===== config.mk =====
export PLATFORM = sky130hd
export DESIGN_NAME = mmio_axi_master_bridge
export DESIGN_NICKNAME = d
export VERILOG_FILES = /design/src/rtl/mmio_axi_master_bridge.sv
export SDC_FILE = /design/constraint.sdc
export NUM_CORES = 1
export LEC_CHECK = 0
export CAP_MARGIN = 20
export CORE_AREA = 8 8 133 135
export DETAILED_ROUTE_END_ITERATION = 7
export DIE_AREA = 0 0 141 143
export GPL_TIMING_DRIVEN = 0
export PLACE_DENSITY = 0.79
export SETUP_SLACK_MARGIN = 0.3
export SYNTH_ARGS = -nofsm -noshare
export SYNTH_HDL_FRONTEND = slang
export SYNTH_SLANG_ARGS = --single-unit

===== constraint.sdc =====
create_clock -name clock -period 3.04 [get_ports clock]
set_input_delay 0.304 -clock clock [delete_from_list [all_inputs] [get_ports clock]]
set_output_delay 0.304 -clock clock [all_outputs]
set_load 0.005 [all_outputs]

===== src/rtl/mmio_axi_master_bridge.sv =====
// MMIO request/response to AXI4-Lite master bridge with one transaction in flight.
// An optional wait-cycle timeout answers the requester early and drains the bus silently.
module mmio_axi_master_bridge #(
    parameter int unsigned TIMEOUT_CYCLES = 1024
) (
    input  logic        clock,
    input  logic        reset,
    input  logic        req_valid,
    output logic        req_ready,
    input  logic        req_write,
    input  logic [31:0] req_addr,
    input  logic [31:0] req_wdata,
    input  logic [3:0]  req_wstrb,
    output logic        rsp_valid,
    input  logic        rsp_ready,
    output logic [31:0] rsp_rdata,
    output logic [1:0]  rsp_resp,
    output logic        rsp_err,
    output logic        rsp_timeout,
    output logic [31:0] m_axi_awaddr,
    output logic [2:0]  m_axi_awprot,
    output logic        m_axi_awvalid,
    input  logic        m_axi_awready,
    output logic [31:0] m_axi_wdata,
    output logic [3:0]  m_axi_wstrb,
    output logic        m_axi_wvalid,
    input  logic        m_axi_wready,
    input  logic [1:0]  m_axi_bresp,
    input  logic        m_axi_bvalid,
    output logic        m_axi_bready,
    output logic [31:0] m_axi_araddr,
    output logic [2:0]  m_axi_arprot,
    output logic        m_axi_arvalid,
    input  logic        m_axi_arready,
    input  logic [31:0] m_axi_rdata,
    input  logic [1:0]  m_axi_rresp,
    input  logic        m_axi_rvalid,
    output logic        m_axi_rready
);

    typedef enum logic [2:0] {
        IDLE,
        W_ADDR_DATA,
        W_RESP,
        R_ADDR,
        R_DATA
    } state_t;

    localparam bit          TIMEOUT_EN   = (TIMEOUT_CYCLES != 0);
    localparam logic [31:0] TIMEOUT_LAST = TIMEOUT_CYCLES - 1;

    state_t      state_q, state_d;
    logic [31:0] addr_q, addr_d;
    logic [31:0] wdata_q, wdata_d;
    logic [3:0]  wstrb_q, wstrb_d;
    logic        awvalid_q, awvalid_d;
    logic        wvalid_q, wvalid_d;
    logic        arvalid_q, arvalid_d;
    logic        orphan_q, orphan_d;
    logic [31:0] cnt_q, cnt_d;
    logic        rsp_valid_q, rsp_valid_d;
    logic [31:0] rsp_rdata_q, rsp_rdata_d;
    logic [1:0]  rsp_resp_q, rsp_resp_d;
    logic        rsp_err_q, rsp_err_d;
    logic        rsp_timeout_q, rsp_timeout_d;

    logic accept;
    logic b_hs;
    logic r_hs;
    logic done;
    logic timeout_hit;

    assign req_ready   = (state_q == IDLE) && !rsp_valid_q;
    assign accept      = req_valid && req_ready;
    assign b_hs        = (state_q == W_RESP) && m_axi_bvalid;
    assign r_hs        = (state_q == R_DATA) && m_axi_rvalid;
    assign done        = b_hs || r_hs;
    // A completion landing on the threshold cycle beats the timeout.
    assign timeout_hit = TIMEOUT_EN && (state_q != IDLE) && !orphan_q && !done
                         && (cnt_q == TIMEOUT_LAST);

    always_comb begin
        state_d       = state_q;
        addr_d        = addr_q;
        wdata_d       = wdata_q;
        wstrb_d       = wstrb_q;
        awvalid_d     = awvalid_q;
        wvalid_d      = wvalid_q;
        arvalid_d     = arvalid_q;
        orphan_d      = orphan_q;
        cnt_d         = cnt_q;
        rsp_valid_d   = rsp_valid_q;
        rsp_rdata_d   = rsp_rdata_q;
        rsp_resp_d    = rsp_resp_q;
        rsp_err_d     = rsp_err_q;
        rsp_timeout_d = rsp_timeout_q;

        if ((state_q != IDLE) && (cnt_q != '1)) begin
            cnt_d = cnt_q + 32'd1;
        end
        if (rsp_valid_q && rsp_ready) begin
            rsp_valid_d = 1'b0;
        end

        case (state_q)
            IDLE: begin
                if (accept) begin
                    cnt_d  = '0;
                    addr_d = req_addr;
                    if (req_write) begin
                        wdata_d   = req_wdata;
                        wstrb_d   = req_wstrb;
                        awvalid_d = 1'b1;
                        wvalid_d  = 1'b1;
                        state_d   = W_ADDR_DATA;
                    end else begin
                        arvalid_d = 1'b1;
                        state_d   = R_ADDR;
                    end
                end
            end
            W_ADDR_DATA: begin
                // AW and W retire independently; move on once neither is still pending.
                if (awvalid_q && m_axi_awready) begin
                    awvalid_d = 1'b0;
                end
                if (wvalid_q && m_axi_wready) begin
                    wvalid_d = 1'b0;
                end
                if ((!awvalid_q || m_axi_awready) && (!wvalid_q || m_axi_wready)) begin
                    state_d = W_RESP;
                end
            end
            W_RESP: begin
                if (m_axi_bvalid) begin
                    state_d = IDLE;
                end
            end
            R_ADDR: begin
                if (m_axi_arready) begin
                    arvalid_d = 1'b0;
                    state_d   = R_DATA;
                end
            end
            R_DATA: begin
                if (m_axi_rvalid) begin
                    state_d = IDLE;
                end
            end
            default: begin
                state_d = IDLE;
            end
        endcase

        if (done) begin
            orphan_d = 1'b0;
            if (!orphan_q) begin
                rsp_valid_d   = 1'b1;
                rsp_timeout_d = 1'b0;
                rsp_resp_d    = b_hs ? m_axi_bresp : m_axi_rresp;
                rsp_err_d     = b_hs ? (m_axi_bresp != 2'b00) : (m_axi_rresp != 2'b00);
                rsp_rdata_d   = b_hs ? 32'd0 : m_axi_rdata;
            end
        end else if (timeout_hit) begin
            orphan_d      = 1'b1;
            rsp_valid_d   = 1'b1;
            rsp_timeout_d = 1'b1;
            rsp_err_d     = 1'b1;
            rsp_resp_d    = 2'b00;
            rsp_rdata_d   = 32'd0;
        end
    end

    always_ff @(posedge clock) begin
        if (reset) begin
            state_q       <= IDLE;
            addr_q        <= '0;
            wdata_q       <= '0;
            wstrb_q       <= '0;
            awvalid_q     <= 1'b0;
            wvalid_q      <= 1'b0;
            arvalid_q     <= 1'b0;
            orphan_q      <= 1'b0;
            cnt_q         <= '0;
            rsp_valid_q   <= 1'b0;
            rsp_rdata_q   <= '0;
            rsp_resp_q    <= '0;
            rsp_err_q     <= 1'b0;
            rsp_timeout_q <= 1'b0;
        end else begin
            state_q       <= state_d;
            addr_q        <= addr_d;
            wdata_q       <= wdata_d;
            wstrb_q       <= wstrb_d;
            awvalid_q     <= awvalid_d;
            wvalid_q      <= wvalid_d;
            arvalid_q     <= arvalid_d;
            orphan_q      <= orphan_d;
            cnt_q         <= cnt_d;
            rsp_valid_q   <= rsp_valid_d;
            rsp_rdata_q   <= rsp_rdata_d;
            rsp_resp_q    <= rsp_resp_d;
            rsp_err_q     <= rsp_err_d;
            rsp_timeout_q <= rsp_timeout_d;
        end
    end

    assign rsp_valid     = rsp_valid_q;
    assign rsp_rdata     = rsp_rdata_q;
    assign rsp_resp      = rsp_resp_q;
    assign rsp_err       = rsp_err_q;
    assign rsp_timeout   = rsp_timeout_q;
    assign m_axi_awaddr  = addr_q;
    assign m_axi_awprot  = 3'b000;
    assign m_axi_awvalid = awvalid_q;
    assign m_axi_wdata   = wdata_q;
    assign m_axi_wstrb   = wstrb_q;
    assign m_axi_wvalid  = wvalid_q;
    assign m_axi_bready  = (state_q == W_RESP);
    assign m_axi_araddr  = addr_q;
    assign m_axi_arprot  = 3'b000;
    assign m_axi_arvalid = arvalid_q;
    assign m_axi_rready  = (state_q == R_DATA);

endmodule


==> results of run 1 <==
[path summary, 6_finish.rpt]
check	from	to	slack (ns)	cells after the start
max	cnt_q[0]$_SDFF_PP0_	rsp_rdata[28]$_SDFFE_PP0P_	0.49	9
min	req_wdata[30]	m_axi_wdata[30]$_SDFFE_PP0P_	0.42	3
max reg2reg	cnt_q[0]$_SDFF_PP0_	rsp_rdata[28]$_SDFFE_PP0P_	0.49	9
min reg2reg	rsp_rdata[27]$_SDFFE_PP0P_	rsp_rdata[27]$_SDFFE_PP0P_	0.45	2
[worst register-to-register path, stage by stage, from the launching register on]
cell and delay (ns):
dfxtp_1 0.39, ha_2 0.24, nand4_2 0.16, or4_4 0.51, buf_6 0.15, o41a_1 0.43, buf_6 0.15, clkbuf_2 0.20
nand2_1 0.12, a21oi_1 0.07
[routing by layer]
layer | GRT usage (%) | part of all wire [%]
met1 | 22.1 | 39
met2 | 35.6 | 50
met3 | 8.88 | 9.4
met4 | 6.90 | 1.8
met5 | 0 | 0
[report_power, final]
group | switching [mW] | internal (mW) | total [mW] | leakage [nW]
logic | 0.595 | 0.677 | 1.27 | 1.94
registers | 0.0966 | 2.02 | 2.11 | 1.17
clock network | 0.818 | 1.50 | 2.32 | 0.316
total | 1.51 | 4.19 | 5.70 | 3.43
[area by class of cell]
class | instances | area [um^2] | area share (%)
well taps | 216 | 270 | 2.80
repair buffers | 256 | 2560 | 26.5
inverters | 3 | 11.3 | 0.117
flip-flops and latches | 144 | 2880 | 29.8
clock buffers | 19 | 453 | 4.69
clock inverters | 12 | 205 | 2.12
multi-input cells | 538 | 2770 | 28.6
plain buffers | 86 | 510 | 5.28
[per-stage QoR]
step / instances / setup WS, ns / hold WS, ns / power [mW] / area, um^2
after floorplan: 771 / 0.698 / 0.440 / 2.71 / 6150
after global placement: 1243 / 0.110 / 0.437 / 3.40 / 8980
after detailed placement: 1243 / 0.0490 / 0.443 / 3.42 / 8980
after CTS: 1274 / 0.320 / 0.409 / 5.73 / 9640
after global routing: 1274 / 0.329 / 0.411 / 5.95 / 9660
final: 1274 / 0.490 / 0.421 / 5.70 / 9660
[cell usage after synthesis (2+ instances only)]
master / number
and4_1: 6
nor3_1: 7
nor4bb_1: 2
nor2_1: 21
or3_1: 12
o211a_1: 2
xor2_1: 4
mux2i_1: 5
clkbuf_1: 39
a21oi_1: 126
nor3b_1: 3
and3_1: 4
o211ai_1: 3
buf_6: 5
buf_2: 4
o21ai_1: 2
nor3_2: 2
or4_1: 10
a211o_1: 2
nand2_1: 204
dfxtp_1: 144
a221oi_1: 2
and2_1: 8
xnor2_1: 4
o21ai_0: 13
nand4_1: 11
buf_4: 38
inv_1: 3
o2111ai_1: 3
nor4_1: 8
nand2b_1: 6
nor2b_1: 5
o31ai_1: 3
nand3_1: 38
[timing repair]
item,4_1_cts,5_1_grt
hold buffers,0,0
endpoints found under the setup margin,0,55
buffers inserted,0,0
gates resized for setup,0,8
[cells by family (layout without fill, tap and decap cells)]
kind of cell    count (synthesis)  count (layout)  synth area share (%)
flops                         144             144                  47.0
xor+xnor                        8               8                  1.14
fa+ha+maj                       1               1                 0.204
compound gates                164             164                  15.1
buf+inv                        89             376                  8.47
mux                             5               5                 0.817
simple gates                  354             354                  27.2
other cells                     1               6                0.0612
[registers in the layout, summed over array words and instances, names as in the netlist]
| name | flops |
|---|---|
| cnt_q | 32 |
| m_axi_araddr | 32 |
| m_axi_arvalid | 1 |
| m_axi_awvalid | 1 |
| m_axi_wdata | 32 |
| m_axi_wstrb | 4 |
| m_axi_wvalid | 1 |
| orphan_q | 1 |
| rsp_err | 1 |
| rsp_rdata | 32 |
| rsp_resp | 2 |
| rsp_timeout | 1 |
| rsp_valid | 1 |
| state_q | 3 |
==> results by group, run 1 <==
Run status
  • Status: completed

Worst setup path
  • Cell mode on critical path: buf_6
  • Kind of critical path: reg2reg
  • Critical Path Max Stage Delay: 0.51 ns
  • Setup crit start kind: flip-flop
  • Crit. End Element: flip-flop
  • Worst path slowest cell: or4_4
  • Critical Path RT: 3.31 ns
  • Crit path buf inv count: 3
  • Worst path arrival time: 2.82 ns
  • CP top delay family: simple AND/OR/NAND/NOR gates
  • CP Max Fanout: 10
  • Crit path cell chain: ha_2 -> nand4_2 -> or4_4 -> buf_6 -> o41a_1 -> buf_6 -> clkbuf_2 -> nand2_1 -> a21oi_1

Floorplanning
  • Core area: 0.0156 mm^2
  • FP Rows: 46
  • Die Area: 0.0202 mm^2
  • Vert. Die Dim: about 140 um
  • # IOs: about 260
  • Die W: roughly 140 um
  • Initial Util: 39.3%

Clock network
  • Clock buffer depth: 2
  • Root buffer cell: clkbuf_16
  • Clk_lat worst skew: 0.42 ns
  • Reg clk slew, reported paths: 0.06 ns
  • CTS buffer count: 17
  • CTS tree: yes
  • # H-tree levels: 4
  • Clock Sinks: 144

STA
  • Peak Freq: 392 MHz
  • Fin Setup TNS: 0 ns
  • Final Setup Violations: 0
  • Unrepaired setup endpoints after global routing: no
  • Final worst-path cycle share: 83.9%
  • Final hold vios: 0
  • Max-slew headroom: 55.4%
  • Slew Limit Fails: 0
  • Fin crit period: 2.55 ns
  • Final Skew: 0.0119 ns
  • Slew @ Worst Pin: 0.659 ns

Synth
  • Leading area contributor after synthesis: dfxtp_1
  • Synth cell types: 51
  • Gate Count Post-Synth: 766
  • Ys Warns: 0
  • Syn Area/Cell: 8.00 um^2
  • Top cells by area, synth: dfxtp_1 47%, nand2_1 12%, a21oi_1 10%
  • Top FF cell, synth: dfxtp_1
  • Synthesis-stage register bit count: 144
  • Top-area cell type share of the netlist area: 47.0%
  • Post-synthesis sequential area ratio: 47.0%
  • Post-synth ARST share: 0%
  • Cell Area, Synth: ~0.006 mm^2
  • EDFF count, synth: 0

Placed design
  • Routability Congestion: 0.824
  • HPWL after detailed placement: 16.1 mm
  • Input/output buffers: roughly 260

Final layout
  • Final Util: 61.9%
  • Most frequent cells in the layout: 256 x clkdlybuf4s50_1, 204 x nand2_1, 144 x dfxtp_1
  • Layout cells sized above 1: about 8.8%
  • Synth-to-layout area growth: 57.7%
  • Most common cell after layout, fill and taps aside: clkdlybuf4s50_1
  • Nets@finish: 1,161
  • Antenna diodes: 0
  • Fill count: 1,369

Global route
  • GRT Util Overall: 20.6%
  • Remaining Overflow, GRT: 0
  • Initial antenna violation count: 0
  • Pin count of the biggest net entering global routing: 17
  • First-pass GRT wire length: about 33 mm
  • Vias in the first global route: 6,124

Drt
  • Routed len/inst: 16.7 um
  • Routed Antenna Nets: 0
  • 1st-iter DRT viols: 283
  • DRC Markers: 0
  • Vias per Instance: 5.00
  • Final wirelength: 21.3 mm
  • Drt pass-1 iters: 5
  • Via count: 6,372

Power and ir drop
  • Peak VDD IR: 0.393 mV
  • Leak: around 3.4 nW
  • Cell Pwr Density: between 500 and 600 mW/mm^2

Flow run
  • Max-cap violations: 0

Hold path
  • Worst Hold Class: in2reg
Power figures use the tool's default switching activity.
==> run 2, diff against run 1 <==
- clock period: 3.04 -> 2.45 ns (I/O delays scaled with it)
==> run 2 against run 1 <==
Clock skew down 0.0016 ns. Cell area grew 6.6%. Via count increased by 3.5%. Sequential power rose by 25%. Critical path type unchanged. Largest power group unchanged. Highest routed layer unchanged.
==> results by group, run 2 (synthesis gave the netlist of run 1 again) <==
Drt
  • Routed len/inst: 17.5 um (+4.7%)
  • Routed Antenna Nets: 0 (unchanged)
  • Drt pass-1 iters: 5 (unchanged)
  • 1st-iter DRT viols: 450 (+59%)
  • Final wirelength: 22.6 mm (+6.5%)
  • DRC Markers: 0 (unchanged)
  • Via count: 6,596 (+3.5%)
  • Vias per Instance: 5.09 (+1.8%)

Power and ir drop
  • Leak: 3.67 nW (+7.0%)
  • Peak VDD IR: 0.504 mV (+28%)
  • Power, Total: 7.44 mW (+30%)
  • Cell Pwr Density: 722 mW/mm^2 (+22%)

Floorplanning
  • # IOs: 263 (unchanged)
  • Initial Util: 39.3% (unchanged)
  • Die W: 141 um (unchanged)
  • FP Rows: 46 (unchanged)
  • Vert. Die Dim: 143 um (unchanged)
  • Core area: 0.0156 mm^2 (unchanged)
  • Die Area: 0.0202 mm^2 (unchanged)

Clock network
  • Root buffer cell: clkbuf_16
  • CTS tree: yes
  • Clock Sinks: 144 (unchanged)
  • # H-tree levels: 4 (unchanged)
  • Clk_lat worst skew: 0.43 ns (about the same)
  • Reg clk slew, reported paths: 0.06 ns (about the same)
  • Clock buffer depth: 2 (unchanged)
  • CTS buffer count: 17 (unchanged)

STA
  • Final hold vios: 0 (unchanged)
  • Fin crit period: 2.18 ns (-0.367 ns)
  • Final worst-path cycle share: 89.1% (+5.2 points)
  • Final Setup Violations: 0 (unchanged)
  • Max-slew headroom: 54.4% (-1.1 points)
  • Peak Freq: 458 MHz (+17%)
  • Slew Limit Fails: 0 (unchanged)
  • Slew @ Worst Pin: 0.684 ns (+0.0252 ns)
  • Final Skew: 0.0103 ns (-0.00161 ns)
  • Unrepaired setup endpoints after global routing: yes

Final layout
  • Nets@finish: 1,181 (+1.7%)
  • Layout cells sized above 1: 18.5% (+9.7 points)
  • Most common cell after layout, fill and taps aside: clkdlybuf4s50_1
  • Final Util: 66.0% (+4.1 points)
  • Synth-to-layout area growth: 68.1%
  • Most frequent cells in the layout: 254 x clkdlybuf4s50_1, 193 x nand2_1, 133 x dfxtp_1

Flow run
  • Max-cap violations: 0 (unchanged)

Global route
  • Vias in the first global route: 6,484 (+5.9%)
  • First-pass GRT wire length: 34.2 mm (+5.0%)
  • GRT Util Overall: 21.5% (+0.97 points)
  • Pin count of the biggest net entering global routing: 17 (unchanged)
  • Remaining Overflow, GRT: 0 (unchanged)
  • Initial antenna violation count: 1 (+1)

Hold path
  • Worst Hold Class: in2reg

Worst setup path
  • Kind of critical path: reg2reg
  • Setup crit start kind: flip-flop
  • Critical Path RT: 2.81 ns (-0.50 ns)
  • Crit. End Element: flip-flop
  • CP Max Fanout: 5 (-5)
  • Worst path arrival time: 2.54 ns (-0.28 ns)

Run status
  • Status: completed

Placed design
  • Input/output buffers: 256 (unchanged)
  • HPWL after detailed placement: 16.0 mm (-0.40%)
  • Routability Congestion: 0.801 (-2.8%)
-- run 2: final cells by class --
type | instances | area, um^2
flip-flops and latches | 144 | 2900
clock buffers | 20 | 457
fillers | 1247 | 5300
plain buffers | 86 | 562
inverters | 3 | 11.3
multi-input cells | 538 | 3100
diodes | 1 | 2.50
repair buffers | 276 | 2770
clock inverters | 12 | 228
well taps | 216 | 270
-- run 2: timing repair --
item                       4_1_cts  5_1_grt
hold endpoints to repair         0        0
pin swaps                       26       32
hold buffers                     0        0
gates resized for setup         49       80
buffers inserted                15        2
gates cloned                     3        0
setup endpoints to repair      129      128
-- run 2: worst paths after layout --
check | start | endpoint | slack (ns) | cells after the start
worst max register to register | cnt_q[8]$_SDFF_PP0_ | rsp_rdata[1]$_SDFFE_PP0P_ | 0.27 | 9
worst min register to register | rsp_rdata[21]$_SDFFE_PP0P_ | rsp_rdata[21]$_SDFFE_PP0P_ | 0.45 | 2
worst min-delay path | req_wdata[17] | m_axi_wdata[17]$_SDFFE_PP0P_ | 0.36 | 3
worst max-delay path | cnt_q[8]$_SDFF_PP0_ | rsp_rdata[1]$_SDFFE_PP0P_ | 0.27 | 9
-- run 2: worst max-delay path: stages (launching register included) --
cell     delay (ns)
dfxtp_1        0.41
nand4_1        0.21
or4_4          0.46
buf_6          0.15
o41ai_4        0.25
buf_6          0.18
buf_6          0.11
buf_4          0.11
nand3_2        0.09
a21oi_2        0.15
-- run 2: layer usage --
layer | share of wire [%] | global-route usage, %
met1 | 38 | 22.9
met2 | 50 | 36.7
met3 | 8.5 | 8.41
met4 | 3.2 | 10.9
met5 | 0 | 0
-- run 2: power by group --
group / internal [mW] / total [mW] / switching (mW)
combinational: 0.972 / 1.78 / 0.812
sequential: 2.51 / 2.64 / 0.131
clock: 1.97 / 3.01 / 1.04
-- run 2: per-stage QoR --
| step | setup slack [ns] | TNS (ns) | std cells | cell area, um^2 | hold slack [ns] |
|---|---|---|---|---|---|
| after CTS | 0.178 | 0 | 1293 | 10000 | 0.346 |
| after global routing | 0.171 | 0 | 1296 | 10300 | 0.367 |
| after global placement | -0.362 | -11.67 | 1243 | 9000 | 0.438 |
| after detailed placement | -0.379 | -12.45 | 1243 | 9000 | 0.443 |
| after floorplan | 0.312 | 0 | 771 | 6170 | 0.381 |
| final | 0.268 | 0 | 1296 | 10300 | 0.357 |
==> run 3, diff against run 2 <==
- clock period: 2.45 -> 2.7 ns (I/O delays scaled with it)
==> run 3 against run 2 <==
Wire length shrank 5.3%. Global-route usage shrank 0.94 points. Die area is the same. Sequential cell count is the same. Sequential share of layout area grew 1.4 points. Clock-buffer cell count shrank 1. Sequential power shrank 9.5%. Combinational power shrank 17%. Setup slack gained 0.11 ns. Core utilization shrank 3.4 points. Hold slack gained 0.034 ns. Critical endpoint is now rsp_rdata[28]$_SDFFE_PP0P_. Largest cell class unchanged. Largest power group unchanged. Highest routed layer unchanged.
==> results by group, run 3 (synthesis gave the netlist of run 1 again) <==
Run status
  • Status: completed

Clock network
  • # H-tree levels: 4 (unchanged)
  • CTS tree: yes
  • Cts hold-fix bufs: 0 (unchanged)
  • Clock Sinks: 144 (unchanged)
  • CTS buffer count: 17 (unchanged)
  • Reg clk slew, reported paths: 0.06 ns (about the same)
  • Clock buffer depth: 2 (unchanged)
  • Root buffer cell: clkbuf_16
  • Clk_lat worst skew: 0.42 ns (about the same)

Hold path
  • Worst Hold Class: in2reg
  • Hold-critical path depth: 3 (unchanged)
  • Hold Startpoint: req_wdata[9]
  • WHS Endpoint: m_axi_wdata[9]$_SDFFE_PP0P_

Drt
  • Final wirelength: 21.4 mm (-5.3%)
  • Vias per Instance: 5.02 (-1.4%)
  • Routed Antenna Nets: 0 (unchanged)
  • Routed len/inst: 16.8 um (-3.9%)
  • WL met3: 2.03 mm (+5.4%)
  • Met2 WL: 10.8 mm (-4.7%)
  • Via count: 6,413 (-2.8%)
  • DRC Markers: 0 (unchanged)
  • Drt pass-1 iters: 5 (unchanged)
  • Top Metal Used: met4
  • Metal-1 WL: 8.23 mm (-4.6%)
  • 1st-iter DRT viols: 305 (-32%)

Final layout
  • Antenna diodes: 0 (-1)
  • Synth-to-layout area growth: 59.4%
  • Most common cell after layout, fill and taps aside: clkdlybuf4s50_1
  • Most frequent cells in the layout: 256 x clkdlybuf4s50_1, 204 x nand2_1, 142 x dfxtp_1
  • Fill count: 1,354 (+8.6%)
  • Layout cells sized above 1: 10.2% (-8.4 points)
  • Nets@finish: 1,165 (-1.4%)
  • Finished Cell Area: 0.00977 mm^2 (-5.2%)

Worst setup path
  • Kind of critical path: reg2reg
  • R2r setup slk: 0.38 ns (+0.11 ns)
  • Reg2reg end: rsp_rdata[28]$_SDFFE_PP0P_
  • Critical Path Max Stage Delay: 0.55 ns (+0.09 ns)
  • Worst path arrival time: 2.67 ns (+0.13 ns)
  • RR Startpoint: cnt_q[0]$_SDFF_PP0_
  • Critical Path RT: 3.04 ns (+0.23 ns)
  • Worst path slowest cell: or4_4
  • Setup crit start kind: flip-flop
  • Cell mode on critical path: buf_6
  • R2R cell count: 9 (unchanged)
  • Crit path cell chain: ha_4 -> nand4_4 -> or4_4 -> buf_6 -> o41ai_4 -> buf_6 -> buf_6 -> nand3_1 -> a21oi_1
  • CP Max Fanout: 10 (+5)
  • Crit. End Element: flip-flop

Placed design
  • Input/output buffers: 256 (unchanged)
  • HPWL after detailed placement: 16.1 mm (+0.40%)
  • Routability Congestion: 0.824 (+2.9%)
  • Cell Area, Placed: 0.00898 mm^2 (-0.26%)

Power and ir drop
  • Peak VDD IR: 0.443 mV (-12%)
  • Leak: 3.48 nW (-5.0%)
  • Cell Pwr Density: 662 mW/mm^2 (-8.3%)

Floorplanning
  • Die W: 141 um (unchanged)
  • Core area: 0.0156 mm^2 (unchanged)
  • FP Rows: 46 (unchanged)
  • Initial Util: 39.3% (unchanged)
  • Vert. Die Dim: 143 um (unchanged)
  • Die Area: 0.0202 mm^2 (unchanged)
  • # IOs: 263 (unchanged)

STA
  • Final worst-path cycle share: 86.0% (-3.1 points)
  • Final hold vios: 0 (unchanged)
  • Final Setup Violations: 0 (unchanged)
  • Slew @ Worst Pin: 0.739 ns (+0.0546 ns)
  • Hold WS: 0.391 ns (+0.0345 ns)
  • Final Skew: 0.0104 ns (+0.0000298 ns)
  • Peak Freq: 431 MHz (-6.0%)
  • Unrepaired setup endpoints after global routing: yes
  • Fin crit period: 2.32 ns (+0.138 ns)
  • Max-slew headroom: 50.0% (-4.3 points)
  • Slew Limit Fails: 0 (unchanged)

Flow run
  • Max-cap violations: 0 (unchanged)

Global route
  • Remaining Overflow, GRT: 0 (unchanged)
  • GRT Util Overall: 20.6% (-0.94 points)
  • First-pass GRT wire length: 32.7 mm (-4.6%)
  • Vias in the first global route: 6,137 (-5.4%)
  • Initial antenna violation count: 0 (-1)
  • Pin count of the biggest net entering global routing: 17 (unchanged)
## run 3: area by class of cell
type	instances	area (um^2)	area share (%)
Buffer	86	536	5.48
Clock buffer	19	453	4.64
Clock inverter	12	205	2.10
Inverter	3	11.3	0.115
Multi-Input combinational cell	538	2810	28.8
Sequential cell	144	2890	29.6
Tap cell	216	270	2.77
Timing Repair Buffer	260	2590	26.6
## run 3: worst max-delay path, delay by kind of cell (launching register included)
kind / cells / cell delay, ns
fa+ha+maj: 1 / 0.16
compound gates: 2 / 0.47
simple gates: 3 / 0.76
flops: 1 / 0.37
buf+inv: 3 / 0.48
## run 3: power breakdown
part | internal (mW) | leakage (nW) | total [mW] | switching (mW)
clock network | 1.69 | 0.316 | 2.61 | 0.919
registers | 2.27 | 1.17 | 2.39 | 0.112
logic | 0.791 | 2.00 | 1.47 | 0.680
## run 3: metrics by stage
step | instances | utilization, % | TNS (ns) | setup WS (ns) | power [mW]
after detailed placement | 1243 | 57.6 | -3.86 | -0.257 | 3.85
after global placement | 1243 | 57.6 | -3.58 | -0.196 | 3.83
after global routing | 1278 | 62.6 | 0 | 0.255 | 6.75
after floorplan | 771 | - | 0 | 0.358 | 3.05
final | 1278 | 62.6 | 0 | 0.379 | 6.47
after CTS | 1274 | 62.1 | 0 | 0.303 | 6.48
## run 3: metal layers
metal	up-vias	GRT usage, %
met3	23	8.88
met1	3003	22.2
li1	3162	-
met2	225	35.7
met4	0	6.90
met5	-	0
## run 3: repair_timing
item | 4_1_cts | 5_1_grt
buffers inserted | 0 | 3
resized for setup | 14 | 21
pin swaps | 2 | 5
gates cloned | 0 | 1
endpoints found under the setup margin | 91 | 48
## run 3: worst max path at each step
stage / from / to / slack, ns / cells after the start
after floorplan: cnt_q[0]$_SDFF_PP0_ / rsp_err$_SDFFE_PP0P_ / 0.36 / 8
after global placement: m_axi_bvalid / rsp_rdata[26]$_SDFFE_PP0P_ / -0.20 / 8
after detailed placement: m_axi_bvalid / rsp_rdata[28]$_SDFFE_PP0P_ / -0.26 / 8
after CTS: cnt_q[1]$_SDFF_PP0_ / rsp_rdata[28]$_SDFFE_PP0P_ / 0.30 / 9
after global routing: cnt_q[0]$_SDFF_PP0_ / rsp_rdata[23]$_SDFFE_PP0P_ / 0.26 / 9
final: cnt_q[0]$_SDFF_PP0_ / rsp_rdata[28]$_SDFFE_PP0P_ / 0.38 / 9
==> edit: new RTL, flow settings as in run 3 <==
Take the reset off `addr_q`, `wdata_q` and `rsp_rdata_q` and load them in a clocked block of their own.
--- a/src/rtl/mmio_axi_master_bridge.sv
+++ b/src/rtl/mmio_axi_master_bridge.sv
@@ -174,8 +174,6 @@
     always_ff @(posedge clock) begin
         if (reset) begin
             state_q       <= IDLE;
-            addr_q        <= '0;
-            wdata_q       <= '0;
             wstrb_q       <= '0;
             awvalid_q     <= 1'b0;
             wvalid_q      <= 1'b0;
@@ -183,14 +181,11 @@
             orphan_q      <= 1'b0;
             cnt_q         <= '0;
             rsp_valid_q   <= 1'b0;
-            rsp_rdata_q   <= '0;
             rsp_resp_q    <= '0;
             rsp_err_q     <= 1'b0;
             rsp_timeout_q <= 1'b0;
         end else begin
             state_q       <= state_d;
-            addr_q        <= addr_d;
-            wdata_q       <= wdata_d;
             wstrb_q       <= wstrb_d;
             awvalid_q     <= awvalid_d;
             wvalid_q      <= wvalid_d;
@@ -198,11 +193,16 @@
             orphan_q      <= orphan_d;
             cnt_q         <= cnt_d;
             rsp_valid_q   <= rsp_valid_d;
-            rsp_rdata_q   <= rsp_rdata_d;
             rsp_resp_q    <= rsp_resp_d;
             rsp_err_q     <= rsp_err_d;
             rsp_timeout_q <= rsp_timeout_d;
         end
+    end
+
+    always_ff @(posedge clock) begin
+        addr_q      <= addr_d;
+        wdata_q     <= wdata_d;
+        rsp_rdata_q <= rsp_rdata_d;
     end
 
     assign rsp_valid     = rsp_valid_q;
Function: changed (Yosys sat finds a counterexample within 4 cycles, from zero or initial values and one cycle with reset high).
==> edit against run 3 <==
Via count fell by 26%; final cell count fell by 23%; worst setup slack improved by 0.076 ns; critical path depth fell by 2; final area fell by 3.7%; synthesized area fell by 4.4%; utilization fell by 2.3 points; sequential share of layout area rose by 11 points; wire length fell by 14%; sequential cell count did not move; first-iteration DRC count rose by 15%; largest cell class is now sequential cells; fmax rose by 3.4%; power fell by 11%; critical path type unchanged.
==> edit: results (changes against run 3) <==
* Sequential Area at 3850 um2 (+33%)
* Post-synth cell types at 52 (+2.0%)
* NumNets Final at 872 (-25%)
* Non-Filler Instances at 986 (-23%)
* Fraction of area in multi-input gates at 17.9% (-11 points)
* Crit Path Max Fanout at 16 (+6)
* Largest net degree at the start of global routing at 19 (+2)
* Status: completed
* Worst-case reg-to-reg path depth at 7 (-2)
* Fill cell count at 1195 (-12%)
* Worst hold stages at 2 (-1)
* Register area share after synthesis at 65.6% (+19 points)
* Layout cells sized above 1 at 13.6% (+3.5 points)
* Final Hold Slack at 0.252 ns (-0.139 ns)
* Critical path arrival at 2.36 ns (-0.31 ns)
* Rel. slew slack at 43.9% (-6.2 points)
* Switching Fraction at 23.0% (-3.4 points)
* Comb power frac at 15.3% (-7.5 points)
* GR Util met1 at 19.1% (-3.1 points)
* Hold Path Sink: m_axi_wstrb[1]$_SDFFE_PP0P_
* Non-clk buf share at 31.5% (-0.50 points)
* Post-detail-place hpwl at 14400 um (-11%)
* Reg-to-Reg Start: state_q[1]$_SDFFE_PP0P_
* CP peak stage delay at 0.45 ns (-0.10 ns)
* Placed inst area at 8770 um2 (-2.4%)
* Drt first pass iters at 4 (-1)
* CLK BUF at 18 (-1)
* Number of global-route vias before repair at 4635 (-24%)
* Crit-path leading delay family: buffers and inverters
* Max Clock Skew at 0.0118 ns (+0.00145 ns)
* DRT Wirelength at 18500 um (-14%)
* Met2 Routed Length at 9780 um (-9.6%)
* Slowest cell on crit path: nor4bb_1
* GRT met2 Usage at 31.8% (-3.8 points)
* Clock network area share at 6.21% (-0.52 points)
* WL met3 at 1240 um (-39%)
* Area of the multi-input gates at 1680 um2 (-40%)
* RePlAce Congestion at 0.843 (+2.3%)
* Top_reg_cell synth: edfxtp_1
* M3 GR Usage at 5.18% (-3.7 points)
* Post-synth EDFFs at 96 (+96)
* Top post-synthesis cells by area: edfxtp_1, dfxtp_1, buf_4
* Post-Synthesis Cells at 472 (-38%)
* Dpl cells at 950 (-24%)
[edit: cell count changes after synthesis, moves of 4 or more]
cell,delta
nand3_1,-22
nand2b_1,-4
nor2b_1,-5
nor2_1,+6
dfxtp_1,-96
edfxtp_1,+96
buf_6,-4
clkbuf_1,-32
nand2_1,-176
inv_1,+6
and2_1,+27
a21oi_1,-97
[edit: timing repair]
action | 4_1_cts | 5_1_grt
hold buffers | 0 | 0
gates resized for setup | 3 | 3
cloned | 2 | 0
setup endpoints to repair | 66 | 16
buffers inserted | 2 | 0
pin swaps | 1 | 0
[edit: cell families (layout without fill, tap and decap cells)]
kind of cell / Yosys count / count (layout) / synth area share, %
multiplexers: 3 / 3 / 0.513
other: 1 / 6 / 0.0640
buffers and inverters: 64 / 357 / 6.85
adder cells (fa/ha/maj): 1 / 1 / 0.214
XOR/XNOR: 7 / 7 / 1.05
AND/OR/NAND/NOR: 179 / 179 / 17.7
AO/OA/AOI/OAI: 73 / 73 / 7.99
flip-flops: 144 / 144 / 65.6
